<file path="src/rtl/prga_if.sv">
// PRGA memory/handshake bundle: start handshake plus the S, ciphertext and
// plaintext memory ports. The master side is the PRGA engine, the slave side
// is the memories and the requester.
interface prga_if;
  logic       en;
  logic       rdy;
  logic [7:0] s_addr;
  logic [7:0] s_rddata;
  logic [7:0] s_wrdata;
  logic       s_wren;
  logic [7:0] ct_addr;
  logic [7:0] ct_rddata;
  logic [7:0] pt_addr;
  logic [7:0] pt_wrdata;
  logic       pt_wren;

  modport master (
    input  en, s_rddata, ct_rddata,
    output rdy, s_addr, s_wrdata, s_wren, ct_addr, pt_addr, pt_wrdata, pt_wren
  );

  modport slave (
    output en, s_rddata, ct_rddata,
    input  rdy, s_addr, s_wrdata, s_wren, ct_addr, pt_addr, pt_wrdata, pt_wren
  );
endinterface

</file>
<file path="src/rtl/prga.sv">
// RC4 pseudo-random generation / decrypt engine. Reads length L from ct[0],
// writes pt[0]=L, then for k=1..L steps i/j, swaps S[i]/S[j] in S memory and
// writes pt[k] = S[S[i]+S[j]] ^ ct[k]. All memory ports are registered; the
// output decode computes the values the memories must see in the next cycle.
// Each k takes 8 cycles: two reads, two writes, one pad read, with waits for
// the one-cycle read latency of the synchronous RAMs.
module prga (
  input logic   clk,
  input logic   rst,
  prga_if.master bus
);

  typedef enum logic [3:0] {
    ST_IDLE, ST_LEN_WAIT, ST_LEN, ST_SI_WAIT, ST_SI, ST_SJ_WAIT, ST_SJ,
    ST_W1, ST_W2, ST_P_WAIT, ST_P
  } state_t;

  state_t     state_r, state_nxt_s;

  logic [7:0] len_r, i_r, j_r, k_r, si_r, sj_r;
  logic [7:0] len_s, i_s, j_s, k_s, si_s, sj_s;

  logic       rdy_r, s_wren_r, pt_wren_r;
  logic       rdy_s, s_wren_s, pt_wren_s;
  logic [7:0] s_addr_r, s_wrdata_r, ct_addr_r, pt_addr_r, pt_wrdata_r;
  logic [7:0] s_addr_s, s_wrdata_s, ct_addr_s, pt_addr_s, pt_wrdata_s;

  // State register; reset aborts any run and returns to idle.
  always_ff @(posedge clk or posedge rst) begin
    if (rst) begin
      state_r <= ST_IDLE;
    end else begin
      state_r <= state_nxt_s;
    end
  end

  // Next-state decode: fixed 8-cycle sequence per byte, exit after k == L.
  always_comb begin
    state_nxt_s = ST_IDLE;
    case (state_r)
      ST_IDLE:     state_nxt_s = bus.en ? ST_LEN_WAIT : ST_IDLE;
      ST_LEN_WAIT: state_nxt_s = ST_LEN;
      ST_LEN:      state_nxt_s = (bus.ct_rddata == 8'd0) ? ST_IDLE : ST_SI_WAIT;
      ST_SI_WAIT:  state_nxt_s = ST_SI;
      ST_SI:       state_nxt_s = ST_SJ_WAIT;
      ST_SJ_WAIT:  state_nxt_s = ST_SJ;
      ST_SJ:       state_nxt_s = ST_W1;
      ST_W1:       state_nxt_s = ST_W2;
      ST_W2:       state_nxt_s = ST_P_WAIT;
      ST_P_WAIT:   state_nxt_s = ST_P;
      ST_P:        state_nxt_s = (k_r == len_r) ? ST_IDLE : ST_SI_WAIT;
      default:     state_nxt_s = ST_IDLE;
    endcase
  end

  // Output and datapath decode: values the memories/registers take next cycle.
  always_comb begin
    len_s       = len_r;
    i_s         = i_r;
    j_s         = j_r;
    k_s         = k_r;
    si_s        = si_r;
    sj_s        = sj_r;
    s_addr_s    = s_addr_r;
    s_wrdata_s  = s_wrdata_r;
    ct_addr_s   = ct_addr_r;
    pt_addr_s   = pt_addr_r;
    pt_wrdata_s = pt_wrdata_r;
    s_wren_s    = 1'b0;
    pt_wren_s   = 1'b0;
    rdy_s       = (state_nxt_s == ST_IDLE);
    case (state_r)
      ST_IDLE: begin
        if (bus.en) begin
          ct_addr_s = 8'd0;
          i_s       = 8'd0;
          j_s       = 8'd0;
          k_s       = 8'd0;
        end else begin
          ct_addr_s = ct_addr_r;
        end
      end
      ST_LEN: begin
        len_s       = bus.ct_rddata;
        pt_addr_s   = 8'd0;
        pt_wrdata_s = bus.ct_rddata;
        pt_wren_s   = 1'b1;
        if (bus.ct_rddata != 8'd0) begin
          i_s       = i_r + 8'd1;
          k_s       = 8'd1;
          s_addr_s  = i_r + 8'd1;
          ct_addr_s = 8'd1;
        end else begin
          k_s = k_r;
        end
      end
      ST_SI: begin
        si_s     = bus.s_rddata;
        j_s      = j_r + bus.s_rddata;
        s_addr_s = j_r + bus.s_rddata;
      end
      ST_SJ: begin
        // First swap write: S[i] <= old S[j].
        sj_s       = bus.s_rddata;
        s_addr_s   = i_r;
        s_wrdata_s = bus.s_rddata;
        s_wren_s   = 1'b1;
      end
      ST_W1: begin
        // Second swap write: S[j] <= old S[i]; still issued when i == j.
        s_addr_s   = j_r;
        s_wrdata_s = si_r;
        s_wren_s   = 1'b1;
      end
      ST_W2: begin
        // Post-swap S[i]+S[j] equals pre-swap sj+si, so no re-read needed.
        s_addr_s = si_r + sj_r;
      end
      ST_P: begin
        pt_addr_s   = k_r;
        pt_wrdata_s = bus.s_rddata ^ bus.ct_rddata;
        pt_wren_s   = 1'b1;
        if (k_r != len_r) begin
          k_s       = k_r + 8'd1;
          i_s       = i_r + 8'd1;
          s_addr_s  = i_r + 8'd1;
          ct_addr_s = k_r + 8'd1;
        end else begin
          k_s = k_r;
        end
      end
      default: begin
        rdy_s = (state_nxt_s == ST_IDLE);
      end
    endcase
  end

  // Datapath and output registers; all outputs come straight from flops.
  always_ff @(posedge clk or posedge rst) begin
    if (rst) begin
      len_r       <= 8'd0;
      i_r         <= 8'd0;
      j_r         <= 8'd0;
      k_r         <= 8'd0;
      si_r        <= 8'd0;
      sj_r        <= 8'd0;
      rdy_r       <= 1'b1;
      s_wren_r    <= 1'b0;
      pt_wren_r   <= 1'b0;
      s_addr_r    <= 8'd0;
      s_wrdata_r  <= 8'd0;
      ct_addr_r   <= 8'd0;
      pt_addr_r   <= 8'd0;
      pt_wrdata_r <= 8'd0;
    end else begin
      len_r       <= len_s;
      i_r         <= i_s;
      j_r         <= j_s;
      k_r         <= k_s;
      si_r        <= si_s;
      sj_r        <= sj_s;
      rdy_r       <= rdy_s;
      s_wren_r    <= s_wren_s;
      pt_wren_r   <= pt_wren_s;
      s_addr_r    <= s_addr_s;
      s_wrdata_r  <= s_wrdata_s;
      ct_addr_r   <= ct_addr_s;
      pt_addr_r   <= pt_addr_s;
      pt_wrdata_r <= pt_wrdata_s;
    end
  end

  assign bus.rdy       = rdy_r;
  assign bus.s_addr    = s_addr_r;
  assign bus.s_wrdata  = s_wrdata_r;
  assign bus.s_wren    = s_wren_r;
  assign bus.ct_addr   = ct_addr_r;
  assign bus.pt_addr   = pt_addr_r;
  assign bus.pt_wrdata = pt_wrdata_r;
  assign bus.pt_wren   = pt_wren_r;

endmodule

</file>
<file path="src/flat_wrapper.sv">
// flat-port wrapper written by rule: the top's interface ports become plain ports
module prga_flat 
  (clk, rst, bus_en, bus_s_rddata, bus_ct_rddata, bus_rdy, bus_s_addr, bus_s_wrdata, bus_s_wren, bus_ct_addr, bus_pt_addr, bus_pt_wrdata, bus_pt_wren);
  prga_if bus_i ();
  input logic clk;
  input logic rst;
  input wire logic [$bits(bus_i.en)-1:0] bus_en;
  input wire logic [$bits(bus_i.s_rddata)-1:0] bus_s_rddata;
  input wire logic [$bits(bus_i.ct_rddata)-1:0] bus_ct_rddata;
  output wire logic [$bits(bus_i.rdy)-1:0] bus_rdy;
  output wire logic [$bits(bus_i.s_addr)-1:0] bus_s_addr;
  output wire logic [$bits(bus_i.s_wrdata)-1:0] bus_s_wrdata;
  output wire logic [$bits(bus_i.s_wren)-1:0] bus_s_wren;
  output wire logic [$bits(bus_i.ct_addr)-1:0] bus_ct_addr;
  output wire logic [$bits(bus_i.pt_addr)-1:0] bus_pt_addr;
  output wire logic [$bits(bus_i.pt_wrdata)-1:0] bus_pt_wrdata;
  output wire logic [$bits(bus_i.pt_wren)-1:0] bus_pt_wren;
  assign bus_i.en = bus_en;
  assign bus_i.s_rddata = bus_s_rddata;
  assign bus_i.ct_rddata = bus_ct_rddata;
  assign bus_rdy = bus_i.rdy;
  assign bus_s_addr = bus_i.s_addr;
  assign bus_s_wrdata = bus_i.s_wrdata;
  assign bus_s_wren = bus_i.s_wren;
  assign bus_ct_addr = bus_i.ct_addr;
  assign bus_pt_addr = bus_i.pt_addr;
  assign bus_pt_wrdata = bus_i.pt_wrdata;
  assign bus_pt_wren = bus_i.pt_wren;
  prga u_core (.clk(clk), .rst(rst), .bus(bus_i));
endmodule
</file>
<file path="config.mk">
export PLATFORM = sky130hd
export DESIGN_NAME = prga_flat
export DESIGN_NICKNAME = d
export VERILOG_FILES = /design/src/rtl/prga_if.sv /design/src/rtl/prga.sv /design/src/flat_wrapper.sv
export SDC_FILE = /design/constraint.sdc
export NUM_CORES = 1
export LEC_CHECK = 0
export ABC_AREA = 0
export CAP_MARGIN = 20
export CORE_ASPECT_RATIO = 1.25
export CORE_MARGIN = 2
export CORE_UTILIZATION = 32
export CTS_CLUSTER_SIZE = 24
export DETAILED_ROUTE_END_ITERATION = 8
export PLACE_DENSITY = 0.5
export SYNTH_ARGS = -nofsm -noshare
export SYNTH_HDL_FRONTEND = slang
export SYNTH_SLANG_ARGS = --single-unit
</file>
<file path="constraint.sdc">
create_clock -name clk -period 4.8 [get_ports clk]
set_input_delay 0.96 -clock clk [delete_from_list [all_inputs] [get_ports clk]]
set_output_delay 0.96 -clock clk [all_outputs]
set_load 0.05 [all_outputs]
</file>
# Word-level counts from Yosys, hierarchy flattened
# Index checks and enable logic that the tools add are counted.
[word_totals] register_bits=87 latchBits=0 ram_bits=0 mem_bits_ro=0 in_bits=19 output_inout_bits=43 n_memories=0
[classes] addsub=4 multipliers=0 div_mod_pow=0 magnitude_cmp=0 eq_ne=15 n_shift=0 mux=18 bitwise=1 n_reduce_logical=14
[ops] cell="$pmux W8 S2" n=4
[ops] cell="$pmux W8 S3" n=2
[ops] cell="$pmux W8 S6" n=1
[ops] cell="$pmux W4 S11" n=1
[ops] cell="$mux W8" n=5
[ops] cell="$add A8 B1 Y8 const B" n=2
[ops] cell="$add A8 B8 Y8" n=2
[ops] cell="$eq A4 B3 Y1 const B" n=4
[ops] cell="$eq A4 B4 Y1 const B" n=3
[ops] cell="$eq A4 B2 Y1 const B" n=2
[ops] cell="$eq A8 B8 Y1" n=1
[ops] cell="$logic_not A4 Y1" n=2
[ops] cell="$logic_not A8 Y1" n=1
[ops] cell="$ne A8 B8 Y1" n=1
[ops] cell="$reduce_bool A8 Y1" n=1
[ops] cell="$xor A8 B8 Y8" n=1
[ops] cell="$reduce_bool A2 Y1" n=3
[ops] cell="$reduce_bool A6 Y1" n=1
[ops] cell="$eq A4 B1 Y1 const B" n=1
[ops] cell="$mux W2" n=2
[ops] cell="$ne A2 B1 Y1 const B" n=2
[ops] cell="$reduce_and A4 Y1" n=1
[ops] cell="$reduce_or A2 Y1" n=2
[ops] cell="$mux W1" n=3
[ops] cell="other kinds (4)" n=4

# Longest topological paths before layout
[depth] depth_word=4 mapped_depth=8 mapped_depth_nobuf=8

# Least setup slack after synthesis
# Ideal clock, no wire load.
[synth_path] kind="input -> register" startpoint="input bus_s_rddata[0]" endpoint="register u_core.s_addr_r[6], in the netlist u_core.bus.s_addr[6]" setup_time_ns=0.125 arrival_time_ns=2.610 t_required_ns=4.675 slack_ns=2.065 stages=7 cell_sequence="ha_1 fa_1 a21o_1 a31o_2 a211oi_1 a32oi_1 mux2_2"
[synth_between] elab_chain_cells=2
[synth_rtl] element="start, declared" line_no="flat_wrapper.sv:8" rtl="input wire logic [$bits(bus_i.s_rddata)-1:0] bus_s_rddata;"
[synth_rtl] element="$add A8 B8 Y8" line_no="prga.sv:100" rtl="s_addr_s = j_r + bus.s_rddata;"
[synth_rtl] element="$pmux W8 S6" line_no="prga.sv:72" rtl="case (state_r)"
[synth_rtl] element="end signal, assigned" line_no="prga.sv:165" rtl="s_addr_r <= s_addr_s;"
[synth_rtl] element="end, declared" line_no="prga.sv:25" rtl="logic [7:0] s_addr_r, s_wrdata_r, ct_addr_r, pt_addr_r, pt_wrdata_r;"
# Every way passes these cells.
# A chain may end at the register's enable or synchronous reset.

# Worst setup path after layout
# Ends and elaborated chain as after synthesis.

==> metrics.md <==
| Metric | Value |
|---|---|
| Status | `complete, but fails checks` |
| Violated checks | `design-rule violations` |
| Unrepaired setup endpoints after global routing | `false` |
| Leakage | `2.51 nW` |
| Nets | `588` |
| Seq cells post-synth | `87` |
| Fmax | `0.325 GHz` |
| Chip Height | `141 um` |
| Final setup violating endpoints | `0` |
| Hold Path Origin | `u_core.bus.s_wrdata[5]` |
| 1st-iter DRT viols | `230` |
| Layout cell share with drive strength beyond 1 | `9.35%` |
| Syn nets | `530` |
| Antenna Nets Post-Route | `0` |
| Clk root buf | `clkbuf_16` |
| Setup TNS | `0 ns` |
| CP startpoint | `bus_s_rddata[0]` |
| Longest Clk Path Bufs | `2` |
| Setup Slack @ Placement | `1.40 ns` |
| Post-synthesis async set-or-reset flop share | `100%` |
| CTS tree | `done` |
| Tmin final | `3.08 ns` |
| Pwr/cell area | `370 nW/um^2` |
| Core ar. | `14500 um^2` |
| Least-Margin Pin Slew | `0.828 ns` |
| Die W | `113 um` |
| Row cnt | `49` |
| Main synth FF type | `dfrtp_1` |
| Max Cap Viol | `0` |
| GPL Wtd Cong | `0.837` |
| H-tree Lvls | `3` |
| Fin Clk Skew | `0.00619 ns` |
| Crit-path max cell delay | `0.48 ns` |
| Syn avg cell area | `9.69 um^2` |
| Final hold vios | `0` |
| Post-CTS Repair Setup Buffers | `0` |
| Detailed-route via count | `3867` |
| Number of buffers created by CTS | `9` |
| Diodes inserted | `0` |
| Pin count of the biggest net entering global routing | `31` |
| Distinct cells, synth | `57` |
| Data required, critical path | `5.03 ns` |
| Effective utilization at floorplan | `33.0%` |
| Post-Syn Area | `4780 um^2` |
| Post-synth EDFFs | `0` |
| HP Class | `register to register` |
| Die area | `15900 um^2` |
| Dpl cell area | `5550 um^2` |
| Drc violations | `5` |
| CP delay by family, top | `compound AO/OA/AOI/OAI gates` |
| Initial antenna violation count | `0` |
| Setup ws final | `1.72 ns` |
| Post-DP HPWL | `9220 um` |
| Period utilization | `64.2%` |
| Seq/Total Area, Yosys | `45.6%` |
| Cts hold-fix bufs | `0` |
| Mapped Cells | `493` |
| Critical path, cell by cell | `clkdlybuf4s50_1 -> ha_1 -> fa_1 -> a21o_1 -> a31o_2 -> a211oi_1 -> a32oi_1 -> mux2_2` |
| Worst IR Drop VDD | `165 uV` |
| Placed Instances | `717` |
| Slew HR | `44.4%` |
| WL final | `12600 um` |
| Vias in the first global route | `3872` |
| Drt wl/cell | `17.1 um` |
| Critical path's slowest cell | `clkdlybuf4s50_1` |
| Critical setup path kind | `input port to register` |
| Non-Filler Instances | `734` |
| Post-route cell area | `5880 um^2` |
| Global-route wire length before repair | `20600 um` |
| Crit path buf inv count | `1` |
| Critical Path Fanout Max | `5` |
| PortBufs | `61` |
| Gr usage total | `16.5%` |
| Gr ovfl total | `0` |
| Synth warn | `0` |
| Setup crit start kind | `input port` |
| RR Startpoint | `u_core.state_r[3]` |
| Power, Total | `2.17 mW` |
| Cts repair resizes | `0` |
| CP Data Arrival Time | `3.31 ns` |
| Clk sink count | `87` |
| Clock-pin slew on the worst setup and hold paths | `0.06 ns` |
| Layout overhead on the synthesized area | `23.0%` |
| Worst setup EP type | `register` |
| IO Pins | `62` |
| Drt first pass iters | `8` |
| Avg Vias per Cell | `5.27` |
| Final Max Tran Viols | `0` |
| Worst skew pair latency | `0.34 ns` |
## stage by stage
step	util (%)	hold slack, ns
after floorplan	-	0.472
after global placement	38.3	0.462
after detailed placement	38.3	0.472
after CTS	40.6	0.486
after global routing	40.6	0.524
final	40.6	0.475
## tightest hold or removal path, stage by stage (launching register included)
cell,delay (ns)
dfrtp_1,0.34
nand2_1,0.04
o21ai_0,0.06
## logic make-up (layout without fill, tap and decap cells)
group                    after synthesis  count (layout)  synth area share [%]
AO/OA/AOI/OAI                        129             129                  17.3
XOR/XNOR                              26              26                  4.77
adder cells (fa/ha/maj)               18              18                  5.03
buffers and inverters                 30              93                  2.99
flip-flops                            87              87                  45.6
multiplexers                          33              33                  7.41
AND/OR/NAND/NOR                      170             170                  16.9
## Yosys cell counts, types with 2 or more instances
cell type | count | area share [%]
dfrtp_1 | 86 | 45
nor3b_1 | 2 | 0.31
buf_2 | 9 | 0.94
o211ai_1 | 3 | 0.47
xor2_1 | 15 | 2.8
clkbuf_1 | 6 | 0.47
a31oi_1 | 5 | 0.65
nand2_1 | 78 | 6.1
a32oi_1 | 3 | 0.55
nand3_1 | 7 | 0.73
or3_1 | 2 | 0.26
a211oi_1 | 10 | 1.6
a21o_1 | 8 | 1.3
a21oi_1 | 17 | 1.8
nand4_1 | 5 | 0.65
nor3_1 | 5 | 0.52
and2_1 | 6 | 0.79
nor2b_1 | 2 | 0.26
o21ai_0 | 48 | 5.0
nand3b_1 | 3 | 0.47
buf_4 | 3 | 0.47
o22ai_1 | 5 | 0.65
fa_1 | 2 | 0.84
nand2b_1 | 7 | 0.92
ha_1 | 16 | 4.2
mux2i_1 | 14 | 2.9
o21bai_1 | 4 | 0.63
inv_1 | 9 | 0.71
nor4_1 | 3 | 0.39
xnor2_1 | 11 | 2.0
and3_1 | 8 | 1.0
buf_1 | 2 | 0.16
mux2_2 | 19 | 4.5
a22o_1 | 13 | 2.4
nor2_1 | 35 | 2.8
## worst paths after layout
kind | endpoint | depth (start not counted) | slack [ns]
setup / recovery | u_core.bus.s_addr[6] | 8 | 1.72
hold / removal | u_core.bus.s_wrdata[5] | 2 | 0.48
setup reg to reg | u_core.i_r[2] | 5 | 1.94
hold reg to reg | u_core.bus.s_wrdata[5] | 2 | 0.48
max in group asynchronous | u_core.bus.rdy | 3 | 3.04
min in group asynchronous | u_core.bus.pt_wrdata[2] | 2 | 0.96
## area by class of cell
class / instances / area (um^2)
Clock inverter: 7 / 96.3
Sequential cell: 87 / 2180
Inverter: 9 / 35.0
Tap cell: 178 / 223
Fill cell: 1430 / 8590
Timing Repair Buffer: 68 / 663
Clock buffer: 9 / 225
Multi-Input combinational cell: 376 / 2450
## cell usage in the layout (no fill, tap or decap), types with 9 or more instances in the layout
cell             instances
xnor2_1                 11
dfrtp_1                 86
mux2_2                  19
clkbuf_16                9
o21ai_0                 48
a21oi_1                 17
nor2_1                  35
nand2_1                 78
clkdlybuf4s50_1         61
a22o_1                  13
a211oi_1                10
ha_1                    16
xor2_1                  15
mux2i_1                 14
## routing by layer
layer | wire, um | global-route usage [%] | vias to the layer above | share of wire, %
li1 | - | - | 1868 | -
met1 | 5820 | 21.7 | 1891 | 46
met2 | 6070 | 27.4 | 90 | 48
met3 | 411 | 2.32 | 18 | 3.3
met4 | 282 | 6.61 | 0 | 2.2
met5 | 0 | 0 | - | 0
## report_power, final
group	total (mW)	switching [mW]	internal, mW
Clock	0.762	0.304	0.458
Sequential	0.843	0.0508	0.793
Combinational	0.569	0.305	0.264
## registers in the layout, indices dropped and copies added (netlist names)
name	flops
u_core.bus.rdy	1
u_core.bus.s_wren	1
u_core.bus.s_wrdata	8
u_core.len_r	8
u_core.bus.pt_wren	1
u_core.bus.pt_wrdata	8
u_core.i_r	8
u_core.state_r	4
u_core.bus.pt_addr	8
u_core.sj_r	8
u_core.k_r	8
u_core.j_r	8
u_core.bus.s_addr	8
u_core.si_r	8
Note: power is estimated with default switching activity, not from simulation.
==> RTL edit 1 (same flow settings) <==
Re-encode `state_t` (11 states) as Gray code, 4 bits wide.
--- a/src/rtl/prga.sv
+++ b/src/rtl/prga.sv
@@ -11,8 +11,8 @@
 );
 
   typedef enum logic [3:0] {
-    ST_IDLE, ST_LEN_WAIT, ST_LEN, ST_SI_WAIT, ST_SI, ST_SJ_WAIT, ST_SJ,
-    ST_W1, ST_W2, ST_P_WAIT, ST_P
+    ST_IDLE = 4'b0000, ST_LEN_WAIT = 4'b0001, ST_LEN = 4'b0011, ST_SI_WAIT = 4'b0010, ST_SI = 4'b0110, ST_SJ_WAIT = 4'b0111, ST_SJ = 4'b0101,
+    ST_W1 = 4'b0100, ST_W2 = 4'b1100, ST_P_WAIT = 4'b1101, ST_P = 4'b1111
   } state_t;
 
   state_t     state_r, state_nxt_s;
Check against the original RTL: same outputs for any inputs over 10 cycles, from zero or initial values and one cycle with rst high; not proved beyond that.
==> RTL edit 1 against the original RTL <==
Wire length is 8.6% higher; cell count rose by 4.0%; utilization down 0.40 points; sequential cell count is the same; the run still ends with design-rule violations left; global-route usage up 1.3 points; worst setup slack worse by 0.054 ns; worst hold slack better by 0.0015 ns; area after synthesis shrank 0.37%; highest routed layer unchanged; final area down 0.98%; critical path depth is 3 lower; non-clock buffer count is the same.
Power is not compared: it rests on default switching activity, and its combinational part moved more than twofold at a synthesized area within 25%.
==> RTL edit 1: results (changes against the original RTL) <==
Seq/Total Area, Yosys: 45.8% (was 45.6%)
Port-buffer cells: 61 (unchanged)
Antenna violations before repair: 0 (unchanged)
Distinct cells, synth: 53 (was 57)
Maximum vdd drop: 0.252 mV
Crit-path max FO: 21 (was 5)
FF-to-FF path depth: 5 (unchanged)
CP startpoint: u_core.state_r[1] (was bus_s_rddata[0])
Root buf cell: clkbuf_16 (unchanged)
Vias per Instance: 5.37 (was 5.27)
Fillers: 1460 (was 1430)
Diode count: 0 (unchanged)
Outcome: finished with violations (unchanged)
Post-DP HPWL: 9.87 mm (was 9.22 mm)
R2r setup slk: 1.67 ns (was 1.94 ns)
RePlAce Congestion: 0.887 (was 0.837)
Fin Hold WS: 0.477 ns (was 0.475 ns)
Failing checks: design-rule violations (unchanged)
Dpl cell area: 5510 um^2 (was 5550 um^2)
# H-tree levels: 3 (unchanged)
Nets: 617 (was 588)
Share of layout cells above drive strength 1: 6.67% (was 9.35%)
Largest cells by area after synthesis: dfrtp_1 45%, nand2_1 11%, ha_1 4.2%, o21ai_0 4.1%, xor2_1 2.9% (was dfrtp_1 45%, nand2_1 6.1%, o21ai_0 5.0%, mux2_2 4.5%, ha_1 4.2%)
Post-route DRC: 8 (was 5)
Slew @ Worst Pin: 1.06 ns (was 0.828 ns)
First-pass GRT wire length: 21.9 mm (was 20.6 mm)
Number of setup buffers added after CTS: 0 (unchanged)
DRT iter0 DRCs: 275 (was 230)
Vias in the first global route: 4139 (was 3872)
Syn nets: 565 (was 530)
DRT Pass-1 Iters: 7 (was 8)
Leakage: 2.63 nW
Drt wl/cell: 17.9 um (was 17.1 um)
CP arrival: 3.37 ns (was 3.31 ns)
Worst setup path end: u_core.bus.s_addr[4] (was u_core.bus.s_addr[6])
Hold path endpoint: u_core.bus.pt_wrdata[5] (was u_core.bus.s_wrdata[5])
Worst Skew: 0.00956 ns (was 0.00619 ns)
Worst skew pair latency: 0.35 ns
Reg clk slew, reported paths: 0.07 ns
HP Start: u_core.bus.pt_wrdata[5] (was u_core.bus.s_wrdata[5])
List of most frequent post-synthesis cells: 135 x nand2_1, 86 x dfrtp_1, 39 x o21ai_0, 32 x nor2_1 (was 86 x dfrtp_1, 78 x nand2_1, 48 x o21ai_0, 35 x nor2_1, 19 x mux2_2)
GRT Util Overall: 17.8% (was 16.5%)
## RTL edit 1: cell count changes after synthesis, moves of 4 or more
cell and delta:
nand2_1 +57, mux2_2 -18, mux2i_1 -12, o21ai_0 -9, a22oi_1 +8, clkbuf_1 +8, nor3_1 +6, and2_1 -4
nand2b_1 -4, o22ai_1 -4
## RTL edit 1: cell type report
type	count	area [um^2]	area share (%)
clock buffer	10	239	4.11
clock inverter	6	67.6	1.16
inverter	11	47.5	0.817
multi-input combinational	403	2400	41.2
sequential	87	2180	37.4
tap	178	223	3.83
timing repair buffer	68	663	11.4
## RTL edit 1: per-layer routing
metal | track usage (%) | vias to the layer above | wire length, um
met1 | 22.0 | 1994 | 5980
met5 | 0 | - | 0
li1 | - | 1974 | -
met2 | 30.0 | 103 | 6780
met3 | 2.90 | 26 | 585
met4 | 8.34 | 0 | 324
## RTL edit 1: worst max-delay path, cell delays in order, from the launching register on
cell and delay (ns):
dfrtp_1 0.69, nand2_1 0.18, or2_1 0.55, buf_4 0.31, a211oi_2 0.86, mux2_2 0.42
## RTL edit 1: through the flow
step           worst slack [ns]  instances  utilization [%]
2_1_floorplan              1.59        528                -
3_3_place_gp               1.31        747             38.1
3_5_place_dp               1.36        747             38.1
4_1_cts                    1.66        763             40.2
5_1_grt                    1.38        763             40.2
6_report                   1.67        763             40.2
## RTL edit 1: cells by family after synthesis
group / Yosys count / share of synthesized area, %
and+or+nand+nor: 225 / 20.7
AOI/OAI and AO/OA: 129 / 18.8
adders and majority gates: 18 / 5.05
muxes: 3 / 0.657
xor gates and xnor gates: 28 / 5.15
DFF: 87 / 45.8
buffers and inverters: 38 / 3.84
## RTL edit 1: power by group
part           switching [mW]  internal, mW  leakage (nW)
clock                   0.315         0.421         0.145
sequential              0.278          1.03          1.10
combinational            1.39         0.828          1.38
==> RTL edit 2 (same flow settings) <==
Made on the original files. Reset style: synchronous (`rst`), changed in 2 clocked blocks.
--- a/src/rtl/prga.sv
+++ b/src/rtl/prga.sv
@@ -26,7 +26,7 @@
   logic [7:0] s_addr_s, s_wrdata_s, ct_addr_s, pt_addr_s, pt_wrdata_s;
 
   // State register; reset aborts any run and returns to idle.
-  always_ff @(posedge clk or posedge rst) begin
+  always_ff @(posedge clk) begin
     if (rst) begin
       state_r <= ST_IDLE;
     end else begin
@@ -136,7 +136,7 @@
   end
 
   // Datapath and output registers; all outputs come straight from flops.
-  always_ff @(posedge clk or posedge rst) begin
+  always_ff @(posedge clk) begin
     if (rst) begin
       len_r       <= 8'd0;
       i_r         <= 8'd0;
Formal check against the unedited RTL: differs if rst is asserted again (counterexample within 4 cycles, from zero or initial values and one cycle with rst high); with rst held inactive, the same outputs for 10 cycles.
==> RTL edit 2 against the original RTL <==
Power fell by 17%; clock power fell by 11%; area after synthesis fell by 6.9%; worst setup slack got worse by 0.040 ns; sequential power fell by 5.7%; sequential cell count did not move; combinational power fell by 41%; final area fell by 7.1%; wire length rose by 1.7%.
==> RTL edit 2: results (changes against the original RTL) <==
Outcome: finished clean (was finished with violations)
Mux contribution to synthesized area: 0.675% (was 7.41%)
Non-CTS buffers: 66 (was 68)
Worst setup path end: u_core.bus.s_addr[6] (unchanged)
Pin count of the biggest net entering global routing: 61 (was 31)
Internal power: 1.27 mW (was 1.51 mW)
DRT met1 WL: 5.61 mm (was 5.82 mm)
R2r endpoint: u_core.i_r[2] (unchanged)
Sequential power: 0.795 mW (was 0.843 mW)
Met1 GRT Util: 22.5% (was 21.7%)
Leakage: 1.97 nW (was 2.51 nW)
CP arrival: 3.37 ns (was 3.31 ns)
DRT Pass-1 Iters: 5 (was 8)
FF+latch count: 87 (unchanged)
Routed vias: 4008 (was 3867)
Met2 wire length: 6.29 mm (was 6.07 mm)
XOR/XNOR Fraction of Synth Area: 7.09% (was 4.77%)
Grt met3 use: 4.57% (was 2.32%)
NonClk Buf Share: 12.0% (was 11.3%)
Fillers: 1411 (was 1430)
Nets: 623 (was 588)
Async set-reset flop share out of synthesis: 0% (was 100%)
Clk. pwr: 0.681 mW (was 0.762 mW)
Drt wl/cell: 16.7 um (was 17.1 um)
Footprint of the multi-input gates: 2550 um^2 (was 2450 um^2)
Inverter count: 3 (was 9)
HP Start: u_core.bus.s_addr[1] (was u_core.bus.s_wrdata[5])
Fraction of area in registers: 31.9% (was 37.1%)
GR Layer Usage met2: 30.7% (was 27.4%)
FF-to-FF path depth: 6 (was 5)
Worst flop-to-flop path startpoint: u_core.state_r[3] (unchanged)
Largest cells by area after synthesis: dfxtp_1 39%, nand2_1 7.9%, nor2_1 5.3%, a21oi_1 5.2%, ha_1 4.5% (was dfrtp_1 45%, nand2_1 6.1%, o21ai_0 5.0%, mux2_2 4.5%, ha_1 4.2%)
Slew @ Worst Pin: 0.882 ns (was 0.828 ns)
Share of layout cells above drive strength 1: 6.10% (was 9.35%)
Maximum vdd drop: 0.157 mV (was 0.165 mV)
## RTL edit 2: cell types whose count changed in the layout (fill, tap and decap cells not counted), moves of 11 or more
cell     change
dfxtp_1     +87
dfrtp_1     -86
o21ai_0     -39
a21oi_1     +29
nor2_1      +28
mux2_2      -19
a22oi_1     +17
nand2_1     +15
nand3_1     +15
a22o_1      -13
mux2i_1     -11
## RTL edit 2: metrics by stage
stage / hold slack (ns) / setup slack [ns] / area (um^2) / std cells
after CTS: 0.460 / 1.72 / 5430 / 763
after floorplan: 0.441 / 2.04 / 4450 / 536
final: 0.459 / 1.68 / 5460 / 765
after global routing: 0.490 / 1.52 / 5460 / 765
after global placement: 0.445 / 1.40 / 5150 / 748
after detailed placement: 0.451 / 1.36 / 5150 / 748
## RTL edit 2: worst max-delay path, cell delays in order
cell,delay (ns)
clkdlybuf4s50_1,0.47
ha_1,0.27
fa_1,0.44
a211oi_1,0.31
o21bai_1,0.13
a21oi_1,0.19
xnor2_1,0.17
a211oi_1,0.11
o41ai_1,0.33
